<file path="src/rtl/imm_gen_pipe_pkg.sv">
// Shared definitions for the immediate-generator pipeline stage:
// format-select codes and the registered output bundle width.
package imm_gen_pipe_pkg;

  typedef enum logic [2:0] {
    IMM_I     = 3'b000,
    IMM_S     = 3'b001,
    IMM_B     = 3'b010,
    IMM_U     = 3'b011,
    IMM_J     = 3'b100,
    IMM_Z     = 3'b101,
    IMM_SHAMT = 3'b110,
    IMM_RSVD  = 3'b111
  } imm_src_e;

  // Bundle is {illegal, target, imm_ext, pc}.
  function automatic int bundle_w(input int xlen);
    return 3 * xlen + 1;
  endfunction

endpackage

</file>
<file path="src/rtl/imm_gen_pipe_imm_decode.sv">
// Pure combinational immediate decode for every RV32I/RV64I format plus
// CSR zimm and shift-amount forms; flags reserved format and bad shamt.
module imm_decode_comb
  import imm_gen_pipe_pkg::*;
#(
  parameter int XLEN = 32
) (
  input  logic [31:0]     i_instr,
  input  logic [2:0]      i_imm_src,
  output logic [XLEN-1:0] o_imm_ext,
  output logic            o_illegal
);

  // Opcode bits never carry immediate data.
  logic w_unused_opcode;
  assign w_unused_opcode = ^i_instr[6:0];

  always_comb begin
    o_imm_ext = '0;
    o_illegal = 1'b0;
    case (i_imm_src)
      IMM_I: o_imm_ext = XLEN'($signed({{20{i_instr[31]}}, i_instr[31:20]}));
      IMM_S: o_imm_ext = XLEN'($signed({{20{i_instr[31]}}, i_instr[31:25],
                                        i_instr[11:7]}));
      IMM_B: o_imm_ext = XLEN'($signed({{19{i_instr[31]}}, i_instr[31], i_instr[7],
                                        i_instr[30:25], i_instr[11:8], 1'b0}));
      IMM_U: o_imm_ext = XLEN'($signed({i_instr[31:12], 12'b0}));
      IMM_J: o_imm_ext = XLEN'($signed({{11{i_instr[31]}}, i_instr[31], i_instr[19:12],
                                        i_instr[20], i_instr[30:21], 1'b0}));
      IMM_Z: o_imm_ext = XLEN'(i_instr[19:15]);
      IMM_SHAMT: begin
        // RV32 shifts only have 5 shamt bits; bit 25 set is an illegal encoding.
        if (XLEN == 64) begin
          o_imm_ext = XLEN'(i_instr[25:20]);
        end else begin
          o_imm_ext = XLEN'(i_instr[24:20]);
          o_illegal = i_instr[25];
        end
      end
      IMM_RSVD: o_illegal = 1'b1;
      default:  o_illegal = 1'b1;
    endcase
  end

endmodule

</file>
<file path="src/rtl/imm_gen_pipe.sv">
// ID-stage immediate generator: decode + PC-relative target, registered
// behind a valid/ready boundary with an optional two-entry skid buffer.
module imm_gen_pipe
  import imm_gen_pipe_pkg::*;
#(
  parameter int XLEN = 32,
  parameter int ILEN = 32,
  parameter int SKID = 1
) (
  input  logic            clk,
  input  logic            rst_n,
  input  logic            flush,
  input  logic            in_valid,
  output logic            in_ready,
  input  logic [ILEN-1:0] instr,
  input  logic [2:0]      imm_src,
  input  logic [XLEN-1:0] pc,
  output logic            out_valid,
  input  logic            out_ready,
  output logic [XLEN-1:0] imm_ext,
  output logic [XLEN-1:0] imm_target,
  output logic [XLEN-1:0] out_pc,
  output logic            out_illegal
);

  localparam int BW = bundle_w(XLEN);

  // Handshake: a beat moves on a side only in a cycle where both valid and
  // ready are high at the rising edge; a held output never changes until taken.
  logic [XLEN-1:0] w_imm;
  logic            w_illegal;
  logic [XLEN-1:0] w_target;
  logic [BW-1:0]   w_in_bundle;
  logic            w_in_xfer;
  logic            w_out_xfer;
  logic [BW-1:0]   r_out;
  logic            r_out_valid;

  imm_decode_comb #(.XLEN(XLEN)) u_decode (
    .i_instr   (instr[31:0]),
    .i_imm_src (imm_src),
    .o_imm_ext (w_imm),
    .o_illegal (w_illegal)
  );

  assign w_target    = pc + w_imm;
  assign w_in_bundle = {w_illegal, w_target, w_imm, pc};
  assign w_in_xfer   = in_valid & in_ready;
  assign w_out_xfer  = r_out_valid & out_ready;

  assign out_valid = r_out_valid;
  assign {out_illegal, imm_target, imm_ext, out_pc} = r_out;

  generate
    if (SKID != 0) begin : g_skid
      logic [BW-1:0] r_skid;
      logic          r_skid_valid;

      assign in_ready = !r_skid_valid;

      always_ff @(posedge clk or negedge rst_n) begin
        if (!rst_n) begin
          r_out        <= '0;
          r_out_valid  <= 1'b0;
          r_skid       <= '0;
          r_skid_valid <= 1'b0;
        end else if (flush) begin
          r_out_valid  <= 1'b0;
          r_skid_valid <= 1'b0;
        end else if (w_out_xfer || !r_out_valid) begin
          // Output slot frees this edge: skid entry first to keep FIFO order.
          if (r_skid_valid) begin
            r_out        <= r_skid;
            r_out_valid  <= 1'b1;
            r_skid_valid <= 1'b0;
          end else if (w_in_xfer) begin
            r_out       <= w_in_bundle;
            r_out_valid <= 1'b1;
          end else begin
            r_out_valid <= 1'b0;
          end
        end else if (w_in_xfer) begin
          r_skid       <= w_in_bundle;
          r_skid_valid <= 1'b1;
        end
      end
    end else begin : g_noskid
      assign in_ready = !r_out_valid | out_ready;

      always_ff @(posedge clk or negedge rst_n) begin
        if (!rst_n) begin
          r_out       <= '0;
          r_out_valid <= 1'b0;
        end else if (flush) begin
          r_out_valid <= 1'b0;
        end else if (w_in_xfer) begin
          r_out       <= w_in_bundle;
          r_out_valid <= 1'b1;
        end else if (w_out_xfer) begin
          r_out_valid <= 1'b0;
        end
      end
    end
  endgenerate

endmodule

</file>
<file path="config.mk">
export PLATFORM = sky130hd
export DESIGN_NAME = imm_gen_pipe
export DESIGN_NICKNAME = d
export VERILOG_FILES = /design/src/rtl/imm_gen_pipe_pkg.sv /design/src/rtl/imm_gen_pipe_imm_decode.sv /design/src/rtl/imm_gen_pipe.sv
export SDC_FILE = /design/constraint.sdc
export NUM_CORES = 1
export LEC_CHECK = 0
export CELL_PAD_IN_SITES_DETAIL_PLACEMENT = 1
export CELL_PAD_IN_SITES_GLOBAL_PLACEMENT = 1
export CORE_ASPECT_RATIO = 1.1
export CORE_MARGIN = 2
export CORE_UTILIZATION = 45
export DETAILED_ROUTE_END_ITERATION = 7
export GPL_ROUTABILITY_DRIVEN = 0
export HOLD_SLACK_MARGIN = 0.1
export PLACE_DENSITY = 0.9
export SYNTH_ARGS = -nofsm -noshare
export SYNTH_HDL_FRONTEND = slang
export SYNTH_HIERARCHICAL = 1
export SYNTH_SLANG_ARGS = --single-unit
export TNS_END_PERCENT = 30
</file>
<file path="constraint.sdc">
create_clock -name clk -period 2.95 [get_ports clk]
set_clock_uncertainty 0.05 [all_clocks]
set_input_delay 0.59 -clock clk [delete_from_list [all_inputs] [get_ports clk]]
set_output_delay 0.59 -clock clk [all_outputs]
set_load 0.01 [all_outputs]
</file>
Yosys cells after proc, flatten, opt, wreduce, memory -nomap -nowiden
Cells that the tools add are included.
{ "op_classes": {"add_sub_neg": 1, "n_mul": 0, "div": 0, "order_cmp": 0, "eq_ne": 7, "shift": 0, "mux": 11, "bitwise": 4, "n_reduce_logical": 9} }
{ "ops": {"columns": ["op", "count"], "rows": [
  ["$pmux 32 s7", 1],
  ["$mux 97", 2],
  ["$add 32x32->32", 1],
  ["$eq 3x3->1 const B", 4],
  ["$mux 1", 7],
  ["$eq 3x2->1 const B", 2],
  ["$reduce_and 3->1", 2],
  ["$reduce_bool 2->1", 2],
  ["$eq 3x1->1 const B", 1],
  ["$logic_not 3->1", 1],
  ["$reduce_bool 3->1", 1],
  ["$and 1x1->1", 2],
  ["$logic_not 1->1", 2],
  ["$not 1->1", 2],
  ["$pmux 1 s2", 1],
  ["$logic_or 1x1->1", 1]
]} }
{ "word_totals": {"reg_bits": 196, "latchBits": 0, "mem_bits_rw": 0, "rom_bits": 0, "input_bits": 72, "mem_count": 0} }

Depth between registers and ports, before layout
Gate-level depths: netlist (run 1).
{ "logic_depth": {"depth_word": 6, "ltp_mapped": 14} }

Cells and area by module
The synthesis (run 1) kept the hierarchy.
{ "modules_own_cells": {"columns": ["mod", "instances", "cells_per_inst", "area_each_um2", "seq_area_each_um2"], "rows": [
  ["imm_gen_pipe", 1, 932, 9725.6, 4904.7],
  ["imm_decode_comb", 1, 86, 595.6, 0.0]
]} }

Least setup slack after synthesis (run 1)
No wires, ideal clock.
{ "synth_timing": {"kind": "input-to-reg", "startpoint": "input port imm_src[0]", "endpoint": "register r_out[89]", "arrival_ns": 3.493, "path_slack_ns": -0.711, "path_stages": 13, "path_buffers": 1, "cell_sequence": "buf_6 > nor2b_4 > o21ba_4 > a221o_1 > ha_1 > and2_2 > a221o_1 > o311ai_0 > nand2_1 > a221oi_1 > xor2_1 > o211ai_1 > o21a_1"} }
{ "synth_between": {"elab_chain_cells": 5, "word_cells_on_any_way": 11} }
{ "synth_lines": {"columns": ["item", "line", "text"], "rows": [
  ["from (decl)", "imm_gen_pipe.sv:16", "input logic [2:0] imm_src,"],
  ["$eq 3x3->1 (tied with other cells)", "imm_gen_pipe_imm_decode.sv:21", "case (i_imm_src)"],
  ["$pmux 32 s7 *", "imm_gen_pipe_imm_decode.sv:21", null],
  ["named net w_imm[4]", "imm_gen_pipe.sv:30", "logic [XLEN-1:0] w_imm;"],
  ["$add 32x32->32 *", "imm_gen_pipe.sv:46", "assign w_target = pc + w_imm;"],
  ["$mux 97 *", "imm_gen_pipe.sv:76", "end else if (w_in_xfer) begin"],
  ["$mux 97 *", "imm_gen_pipe.sv:72", "if (r_skid_valid) begin"],
  ["to (signal assigned)", "imm_gen_pipe.sv:73", "r_out <= r_skid;"],
  ["to (signal assigned)", "imm_gen_pipe.sv:77", "r_out <= w_in_bundle;"],
  ["to (decl)", "imm_gen_pipe.sv:36", "logic [BW-1:0] r_out;"]
]} }
Mark *: on every way through the listed nets, which the timed path passes. The rest lies on a longest branch. The select of a mux whose other input is x is not followed.
A chain may end at the register's enable or synchronous reset.

Worst setup path in the final report (run 1)
{ "layout_timing": {"startpoint": "input port imm_src[0]", "endpoint": "register r_out[74]"} }
The elaborated chain is that of the path after synthesis.

==> qor_table.md, run 1 <==
| Step | Parameter | This run |
|---|---|---|
| status | Result of the run | finished, violations left |
| status | Violated checks | negative setup slack |
| sta | Highest attainable clock frequency | 0.269 GHz |
| worst setup path | CP required | 3260 ps |
| worst setup path | CP Data Arrival Time | 4030 ps |
| place | Post-placement worst setup slack | -1410 ps |
| sta | Worst-case hold slack | 441 ps |
| logic synthesis | Number of flops mapped to enable cells by yosys | 0 |
| logic synthesis | Cell count after synthesis | 1018 |
| worst setup path | Critical path launch point type | primary input |
| route | Total via count in the routed design | 11700 |
| logic synthesis | Count of different cell masters after synthesis | 64 |
| job | Max-Cap Viols | 0 |
| floorplanning | Horizontal die dimension | 148 um |
| global routing | First-pass GRT wire length | 75600 um |
| sta | RSZ-0062 raised after global routing | true |
| sta | Post-layout minimum cycle time | 3720 ps |
| sta | Actual slew at the worst max-slew pin | 827 ps |
| global routing | Via count of the first global-routing pass | 11800 |
| clock tree | H-tree levels | 4 |
| finish | Number of diodes | 0 |
| global routing | Fraction of met3 tracks used by global routing | 0.113 |
| global routing | Aggregate global routing overflow | 0 |
| floorplanning | Area of the core | 0.0227 mm^2 |
| global routing | Maximum number of pins on one net before global-route repair | 118 |
| power | Pleak | 6.90 nW |
| global routing | Met1 Resource Use GR | 0.483 |
| floorplanning | Initial core utilization | 0.454 |
| floorplanning | Die height | 163 um |
| sta | Final worst slack | -774 ps |
| clock tree | Cts bufs inserted | 17 |
| finish | Area growth, synth to finish | 52.6% |
| finish | Number of nets at the end of the flow | 1466 |
| clock tree | Clock sink count | 196 |
| global routing | Initial antenna violation count | 2 |
| min path | Kind of path behind the tightest hold check | register to register |
| finish | Post-route cell area | 0.0157 mm^2 |
| global routing | Overall fraction of global-route tracks in use | 0.425 |
| worst setup path | Kind of end point of the critical path | register |
| power | Maximum VDD drop | 0.475 mV |
| clock tree | Clock tree from TritonCTS | built |
| place | Number of placed instances with taps included | 1587 |
| route | Post-DR wirelength/cell | 37.3 um |
| route | DR pass1 iterations | 7 |
| sta | Fin. max-slew vios | 0 |
| worst setup path | Max Fanout on Critical Path | 6 |
| clock tree | Clock-pin slew on the worst setup and hold paths | 80 ps |
| finish | Share of layout cells above drive strength 1 | 0.377 |
| logic synthesis | Seq/Total Area, Yosys | 0.475 |
| sta | Fin. Hold Viols | 0 |
| logic synthesis | Dominant synthesized flop cell | sky130_fd_sc_hd__dfrtp_1 |
| sta | Crit share post-route | 1.26 |
| global routing | Global Route met2 Usage | 0.688 |
| route | Final ANT Viol Nets | 0 |
| route | Detail-routed via count per cell | 7.01 |
| place | HPWL reported at the end of detailed placement | 28100 um |
| floorplanning | Die Outline Area | 0.0242 mm^2 |
| sta | Count of final setup violators | 54 |
| clock tree | Clock tree buffer depth | 2 |
| finish | Fillers | 2228 |
| clock tree | Skew-Pair Late Insertion Delay | 480 ps |
| worst setup path | Reg2Reg Setup Slack | 530 ps |
| floorplanning | Core Rows | 58 |
| logic synthesis | Yosys synthesis warning count | 6 |
| global routing | GRT Max-Usage Layer | met2 |
| clock tree | Root buf cell | sky130_fd_sc_hd__clkbuf_16 |
| logic synthesis | Post-synthesis net count | 1122 |
| place | Count of input and output buffers | 163 |
| finish | Storage element area | 0.00491 mm^2 |
| floorplanning | Top Ports | 171 |
| route | 1st-iter DRT viols | 1585 |
| worst setup path | Worst setup path class | primary input to register |
| route | Routed wire length | 62500 um |
| logic synthesis | Synth async-reset ratio | 1.00 |
| logic synthesis | Flip-flop and latch count after synthesis | 196 |
| finish | Count of non-filler cells in the finished layout | 1675 |
| logic synthesis | Synthesized area divided by synthesized cell count | 10.1 um^2 |
| power | Power density over the cells | 656 mW/mm^2 |
| route | Drc violations | 0 |
| sta | Worst-case headroom to the max-slew limit | 0.443 |
| finish | Multi-input gate area | 0.00636 mm^2 |
| logic synthesis | Syn Std Cell Area | 0.0103 mm^2 |
| place | Placed inst area | 0.0135 mm^2 |
[repair_timing]
item / in CTS / in global routing
setup buffers: 20 / 37
resized for setup: 119 / 174
endpoints found under the hold margin: 48 / 0
cloned: 0 / 0
pin swaps: 41 / 73
hold buffers: 1 / 0
endpoints found under the setup margin: 58 / 54
[metal layers]
| metal | share of wire | wire length, um |
|---|---|---|
| met1 | 0.33 | 20900 |
| met4 | 0.11 | 7110 |
| met3 | 0.11 | 6960 |
| met2 | 0.44 | 27500 |
| met5 | 0.0013 | 80 |
[per-stage QoR]
step                      TNS, ps  utilization  power (mW)
final                      -23210        0.693        10.3
after global routing       -22560        0.693        10.5
after CTS                  -14330        0.648        9.22
after detailed placement   -65470        0.596        6.45
after global placement     -50970        0.596        6.16
after floorplan             -9120            -        4.88
[registers in the layout, summed over array words and instances (netlist names)]
signal and cells:
g_skid.r_skid 97, g_skid.r_skid_valid 1, out_valid 1, r_out 97
[cell usage in the layout, fill, tap and decap left out, types with 6 or more instances in the layout]
| cell | synthesis | routed |
|---|---|---|
| sky130_fd_sc_hd__nand4_1 | 6 | 6 |
| sky130_fd_sc_hd__inv_1 | 8 | 8 |
| sky130_fd_sc_hd__o21ai_1 | 2 | 16 |
| sky130_fd_sc_hd__inv_8 | 0 | 6 |
| sky130_fd_sc_hd__a21oi_4 | 0 | 8 |
| sky130_fd_sc_hd__xnor2_2 | 0 | 13 |
| sky130_fd_sc_hd__ha_1 | 31 | 11 |
| sky130_fd_sc_hd__o21ai_2 | 0 | 10 |
| sky130_fd_sc_hd__clkbuf_16 | 0 | 17 |
| sky130_fd_sc_hd__o21a_1 | 18 | 17 |
| sky130_fd_sc_hd__buf_4 | 1 | 201 |
| sky130_fd_sc_hd__o211ai_1 | 8 | 8 |
| sky130_fd_sc_hd__o22ai_2 | 0 | 6 |
| sky130_fd_sc_hd__nor2_2 | 0 | 9 |
| sky130_fd_sc_hd__mux2_2 | 71 | 71 |
| sky130_fd_sc_hd__nor2b_4 | 2 | 8 |
| sky130_fd_sc_hd__xor2_1 | 13 | 6 |
| sky130_fd_sc_hd__a21oi_1 | 67 | 35 |
| sky130_fd_sc_hd__a21oi_2 | 0 | 24 |
| sky130_fd_sc_hd__buf_12 | 0 | 9 |
| sky130_fd_sc_hd__nor2_1 | 36 | 24 |
| sky130_fd_sc_hd__clkdlybuf4s50_1 | 0 | 147 |
| sky130_fd_sc_hd__a21o_1 | 22 | 19 |
| sky130_fd_sc_hd__ha_4 | 0 | 16 |
| sky130_fd_sc_hd__mux2i_1 | 69 | 68 |
| sky130_fd_sc_hd__buf_6 | 2 | 17 |
| sky130_fd_sc_hd__dfrtp_1 | 196 | 195 |
| sky130_fd_sc_hd__o21ai_0 | 124 | 98 |
| sky130_fd_sc_hd__nand2_1 | 141 | 135 |
[final cells by class]
| class | instances | share of cell area |
|---|---|---|
| repair buffers | 389 | 0.221 |
| clock inverters | 14 | 0.0100 |
| inverters | 9 | 0.00215 |
| flip-flops and latches | 196 | 0.312 |
| clock buffers | 18 | 0.0273 |
| well taps | 300 | 0.0238 |
| multi-input cells | 749 | 0.404 |
[where the power goes]
part	internal [mW]	total, mW	switching, mW
Clock	1.22	2.58	1.36
Sequential	3.30	3.86	0.563
Combinational	1.74	3.88	2.14
Total	6.26	10.3	4.06
[critical path: stages]
cell and delay (ps):
sky130_fd_sc_hd__buf_12 110, sky130_fd_sc_hd__buf_6 130, sky130_fd_sc_hd__buf_4 150, sky130_fd_sc_hd__nor3b_1 320, sky130_fd_sc_hd__a221o_2 260, sky130_fd_sc_hd__ha_4 230, sky130_fd_sc_hd__and2_4 160, sky130_fd_sc_hd__buf_4 160
sky130_fd_sc_hd__a221oi_4 340, sky130_fd_sc_hd__buf_4 180, sky130_fd_sc_hd__and2_4 170, sky130_fd_sc_hd__o21ai_4 80, sky130_fd_sc_hd__a21boi_2 340, sky130_fd_sc_hd__xor2_1 370, sky130_fd_sc_hd__buf_4 210, sky130_fd_sc_hd__o21ai_1 70
sky130_fd_sc_hd__o21a_1 160
[kinds of logic after synthesis]
kind of cell               count (synthesis)  share of synthesized area
DFF                                      196                      0.475
muxes                                    140                      0.144
buffers and inverters                     73                     0.0289
AOI/OAI and AO/OA                        297                      0.176
xor gates and xnor gates                  29                     0.0246
adders and majority gates                 33                     0.0406
and+or+nand+nor                          250                      0.111
[path summary, 6_finish.rpt]
check | cells past startpoint | endpoint | startpoint
max | 17 | r_out[74]$_DFFE_PN0P_ | imm_src[0]
min | 1 | r_out[86]$_DFFE_PN0P_ | r_out[86]$_DFFE_PN0P_
max reg2reg | 4 | r_out[61]$_DFFE_PN0P_ | out_valid$_DFFE_PN0N_
min reg2reg | 1 | r_out[86]$_DFFE_PN0P_ | r_out[86]$_DFFE_PN0P_
max in group asynchronous | 3 | r_out[95]$_DFFE_PN0P_ | rst_n
min in group asynchronous | 2 | r_out[77]$_DFFE_PN0P_ | rst_n
[synthesized netlist by cell type, types with 7 or more instances]
cell / count / area share
sky130_fd_sc_hd__xnor2_1: 16 / 0.014
sky130_fd_sc_hd__dfrtp_1: 196 / 0.48
sky130_fd_sc_hd__mux2_2: 71 / 0.077
sky130_fd_sc_hd__nor2_1: 36 / 0.013
sky130_fd_sc_hd__inv_1: 8 / 0.0029
sky130_fd_sc_hd__o21a_1: 18 / 0.013
sky130_fd_sc_hd__and2_1: 7 / 0.0042
sky130_fd_sc_hd__buf_1: 10 / 0.0036
sky130_fd_sc_hd__xor2_1: 13 / 0.011
sky130_fd_sc_hd__nor2b_1: 9 / 0.0055
sky130_fd_sc_hd__ha_1: 31 / 0.038
sky130_fd_sc_hd__o211ai_1: 8 / 0.0058
sky130_fd_sc_hd__o22ai_1: 8 / 0.0048
sky130_fd_sc_hd__a21oi_1: 67 / 0.032
sky130_fd_sc_hd__or3_1: 7 / 0.0042
sky130_fd_sc_hd__clkbuf_1: 47 / 0.017
sky130_fd_sc_hd__a21o_1: 22 / 0.016
sky130_fd_sc_hd__nand2_1: 141 / 0.051
sky130_fd_sc_hd__o21ai_0: 124 / 0.060
sky130_fd_sc_hd__mux2i_1: 69 / 0.067
sky130_fd_sc_hd__nand3_1: 12 / 0.0058
No activity file was read; power rests on OpenSTA's default activity.
==> inputs of run 2 (changes only) <==
--- a/config.mk
+++ b/config.mk
@@ -8,12 +8,12 @@
 export CELL_PAD_IN_SITES_DETAIL_PLACEMENT = 1
 export CELL_PAD_IN_SITES_GLOBAL_PLACEMENT = 1
 export CORE_ASPECT_RATIO = 1.1
-export CORE_MARGIN = 2
 export CORE_UTILIZATION = 45
 export DETAILED_ROUTE_END_ITERATION = 7
 export GPL_ROUTABILITY_DRIVEN = 0
 export HOLD_SLACK_MARGIN = 0.1
 export PLACE_DENSITY = 0.9
+export REMOVE_ABC_BUFFERS = 1
 export SYNTH_ARGS = -nofsm -noshare
 export SYNTH_HDL_FRONTEND = slang
 export SYNTH_HIERARCHICAL = 1
==> qor_table.md, run 2 (synthesized netlist as in run 1, its figures left out) <==
| Step | Parameter | This run | Delta |
|---|---|---|---|
| status | Result of the run | finished, violations left |  |
| status | Violated checks | negative setup slack |  |
| finish | Area growth, synth to finish | 57.1% |  |
| worst setup path | Reg2Reg Setup Slack | 290 ps | -240 ps |
| clock tree | Skew-Pair Late Insertion Delay | 500 ps | +20 ps |
| clock tree | H-tree levels | 4 | unchanged |
| route | DR pass1 iterations | 5 | -2 |
| place | Count of input and output buffers | 163 | unchanged |
| sta | Crit share post-route | 1.39 | +0.123 |
| sta | Actual slew at the worst max-slew pin | 1110 ps | +280 ps |
| route | Drc violations | 0 | unchanged |
| place | HPWL reported at the end of detailed placement | 27800 um | -1.3% |
| global routing | Via count of the first global-routing pass | 12500 | +5.9% |
| place | Post-placement worst setup slack | -1730 ps | -324 ps |
| worst setup path | CP required | 3260 ps | about the same |
| sta | Final-layout setup total negative slack | -27200 ps | -3990 ps |
| floorplanning | Horizontal die dimension | 146 um | -1.3% |
| route | Total via count in the routed design | 12200 | +4.1% |
| sta | RSZ-0062 raised after global routing | true |  |
| global routing | Initial antenna violation count | 4 | +2 |
| clock tree | Number of hold buffers added after cts | 0 | -1 |
| sta | Final worst slack | -1140 ps | -362 ps |
| worst setup path | Max Fanout on Critical Path | 5 | -1 |
| sta | Fin. Hold Viols | 0 | unchanged |
| worst setup path | Worst path slowest cell | sky130_fd_sc_hd__xor2_1 |  |
| clock tree | Clock tree buffer depth | 2 | unchanged |
| global routing | First-pass GRT wire length | 85500 um | +13% |
| route | 1st-iter DRT viols | 1400 | -12% |
| floorplanning | Die height | 161 um | -1.2% |
| worst setup path | Top delay family on crit path | buffers and inverters |  |
| clock tree | Clock tree from TritonCTS | built |  |
| floorplanning | Initial core utilization | 0.462 | +0.00797 |
| route | Final ANT Viol Nets | 0 | unchanged |
| sta | Count of final setup violators | 54 | unchanged |
| worst setup path | Critical Path, Cell by Cell | buf_8 -> buf_6 -> buf_6 -> maj3_4 -> buf_12 -> nor2b_4 -> ha_4 -> o211ai_1 -> buf_4 -> buf_4 -> a211oi_4 -> o311ai_2 -> buf_4 -> buf_4 -> a21oi_4 -> nor2_2 -> xor2_1 -> buf_4 -> a21oi_2 |  |
| finish | Largest registers | g_skid.r_skid (97), r_out (97) |  |
| power | Power density over the cells | 670 mW/mm^2 | +2.2% |
| finish | Multi-input gate area | 0.00656 mm^2 | +3.0% |
| sta | Post-layout minimum cycle time | 4090 ps | +362 ps |
| clock tree | Root buf cell | sky130_fd_sc_hd__clkbuf_16 |  |
| sta | Worst-case headroom to the max-slew limit | 0.262 | -0.181 |
| floorplanning | Top Ports | 171 | unchanged |
| finish | Storage element area | 0.00491 mm^2 | unchanged |
| route | Routed wire length | 67000 um | +7.2% |
| floorplanning | Core Rows | 57 | -1.7% |
| route | Post-DR wirelength/cell | 39.6 um | +6.2% |
| worst setup path | Largest stage delay on the critical path | 570 ps | +200 ps |
| sta | Fin. max-slew vios | 0 | unchanged |
| finish | Number of nets at the end of the flow | 1485 | +1.3% |
| worst setup path | Path depth of the worst reg2reg path | 3 | -1 |
| worst setup path | R2r startpoint | g_skid.r_skid_valid$_DFFE_PN0P_ |  |
| finish | Post-layout utilization of the core | 0.726 | +0.0330 |
| power | Maximum VDD drop | 0.594 mV | +25% |
| global routing | Maximum number of pins on one net before global-route repair | 71 | -40% |
| power | Pleak | 7.04 nW | +2.0% |
| finish | Most frequent standard cell in the layout excluding fill and tap cells | sky130_fd_sc_hd__buf_4 |  |
| worst setup path | Worst setup path class | primary input to register |  |
| clock tree | Clock sink count | 196 | unchanged |
| floorplanning | Area of the core | 0.0223 mm^2 | -1.7% |
| power | Tot Pwr | 10.9 mW | +5.2% |
| worst setup path | Buffers & Inverters on Critical Path | 9 | +3 |
| worst setup path | Worst R2R End | r_out[42]$_DFFE_PN0P_ |  |
| worst setup path | CP Data Arrival Time | 4390 ps | +360 ps |
| global routing | Aggregate global routing overflow | 0 | unchanged |
| global routing | Overall fraction of global-route tracks in use | 0.503 | +0.0772 |
| worst setup path | Critical path launch point type | primary input |  |
| route | Detail-routed via count per cell | 7.23 | +3.1% |
| finish | Most frequent cells in the layout | 217 x sky130_fd_sc_hd__buf_4, 195 x sky130_fd_sc_hd__dfrtp_1, 146 x sky130_fd_sc_hd__clkdlybuf4s50_1, 134 x sky130_fd_sc_hd__nand2_1, 85 x sky130_fd_sc_hd__o21ai_0 |  |
| sta | Highest attainable clock frequency | 0.245 GHz | -8.9% |
| clock tree | Clock-pin slew on the worst setup and hold paths | 90 ps | about the same |
| worst setup path | Critical Path Most Common Cell | sky130_fd_sc_hd__buf_4 |  |
| worst setup path | Kind of end point of the critical path | register |  |
| clock tree | Cts bufs inserted | 17 | unchanged |
| job | Max-Cap Viols | 0 | unchanged |
| min path | Kind of path behind the tightest hold check | primary input to async pin |  |
| finish | Fillers | 2149 | -3.5% |
| finish | Share of layout cells above drive strength 1 | 0.397 | +0.0200 |
| floorplanning | Die Outline Area | 0.0235 mm^2 | -2.6% |
## run 2: stage by stage
stage,hold WS (ps),cell area [um^2],std cells
after floorplan,244,10100,954
final,54.7,16200,1691
after detailed placement,419,13600,1596
after CTS,103,15600,1670
after global routing,98.7,16200,1690
after global placement,406,13600,1596
## run 2: worst max-delay path by stage
stage	slack (ps)	from	cells after the start	to
after floorplan	-3210	g_skid.r_skid_valid$_DFFE_PN0P_	3	g_skid.r_skid[0]$_DFFE_PN0P_
after global placement	-1360	imm_src[0]	16	r_out[89]$_DFFE_PN0P_
after detailed placement	-1730	imm_src[0]	16	r_out[89]$_DFFE_PN0P_
after CTS	-460	imm_src[0]	15	r_out[91]$_DFFE_PN0P_
after global routing	-1120	instr[31]	17	g_skid.r_skid[85]$_DFFE_PN0P_
final	-1140	imm_src[0]	19	r_out[85]$_DFFE_PN0P_
## run 2: cell type report
cell class | count | share of cell area
antenna | 2 | 0.000309
clock buffer | 17 | 0.0262
clock inverter | 15 | 0.0145
inverter | 9 | 0.00208
multi-input combinational | 749 | 0.404
sequential | 196 | 0.303
tap | 295 | 0.0228
timing repair buffer | 408 | 0.227
## run 2: what timing repair did
| item | CTS | global route |
|---|---|---|
| buffers inserted | 43 | 22 |
| endpoints found under the setup margin | 60 | 55 |
| pin swaps | 72 | 45 |
| cloned | 0 | 0 |
| gates resized for setup | 247 | 105 |
## run 2: per-layer routing
layer	part of all wire	global-route usage	up-vias
li1	-	-	4341
met1	0.33	0.572	5995
met2	0.43	0.801	1262
met3	0.11	0.130	614
met4	0.12	0.407	6
met5	0.0018	0	-
## run 2: power breakdown
part | leakage [nW] | internal, mW | switching (mW)
registers | 2.44 | 3.30 | 0.616
clock network | 0.318 | 1.46 | 1.37
logic | 4.28 | 1.81 | 2.30
total | 7.04 | 6.58 | 4.29
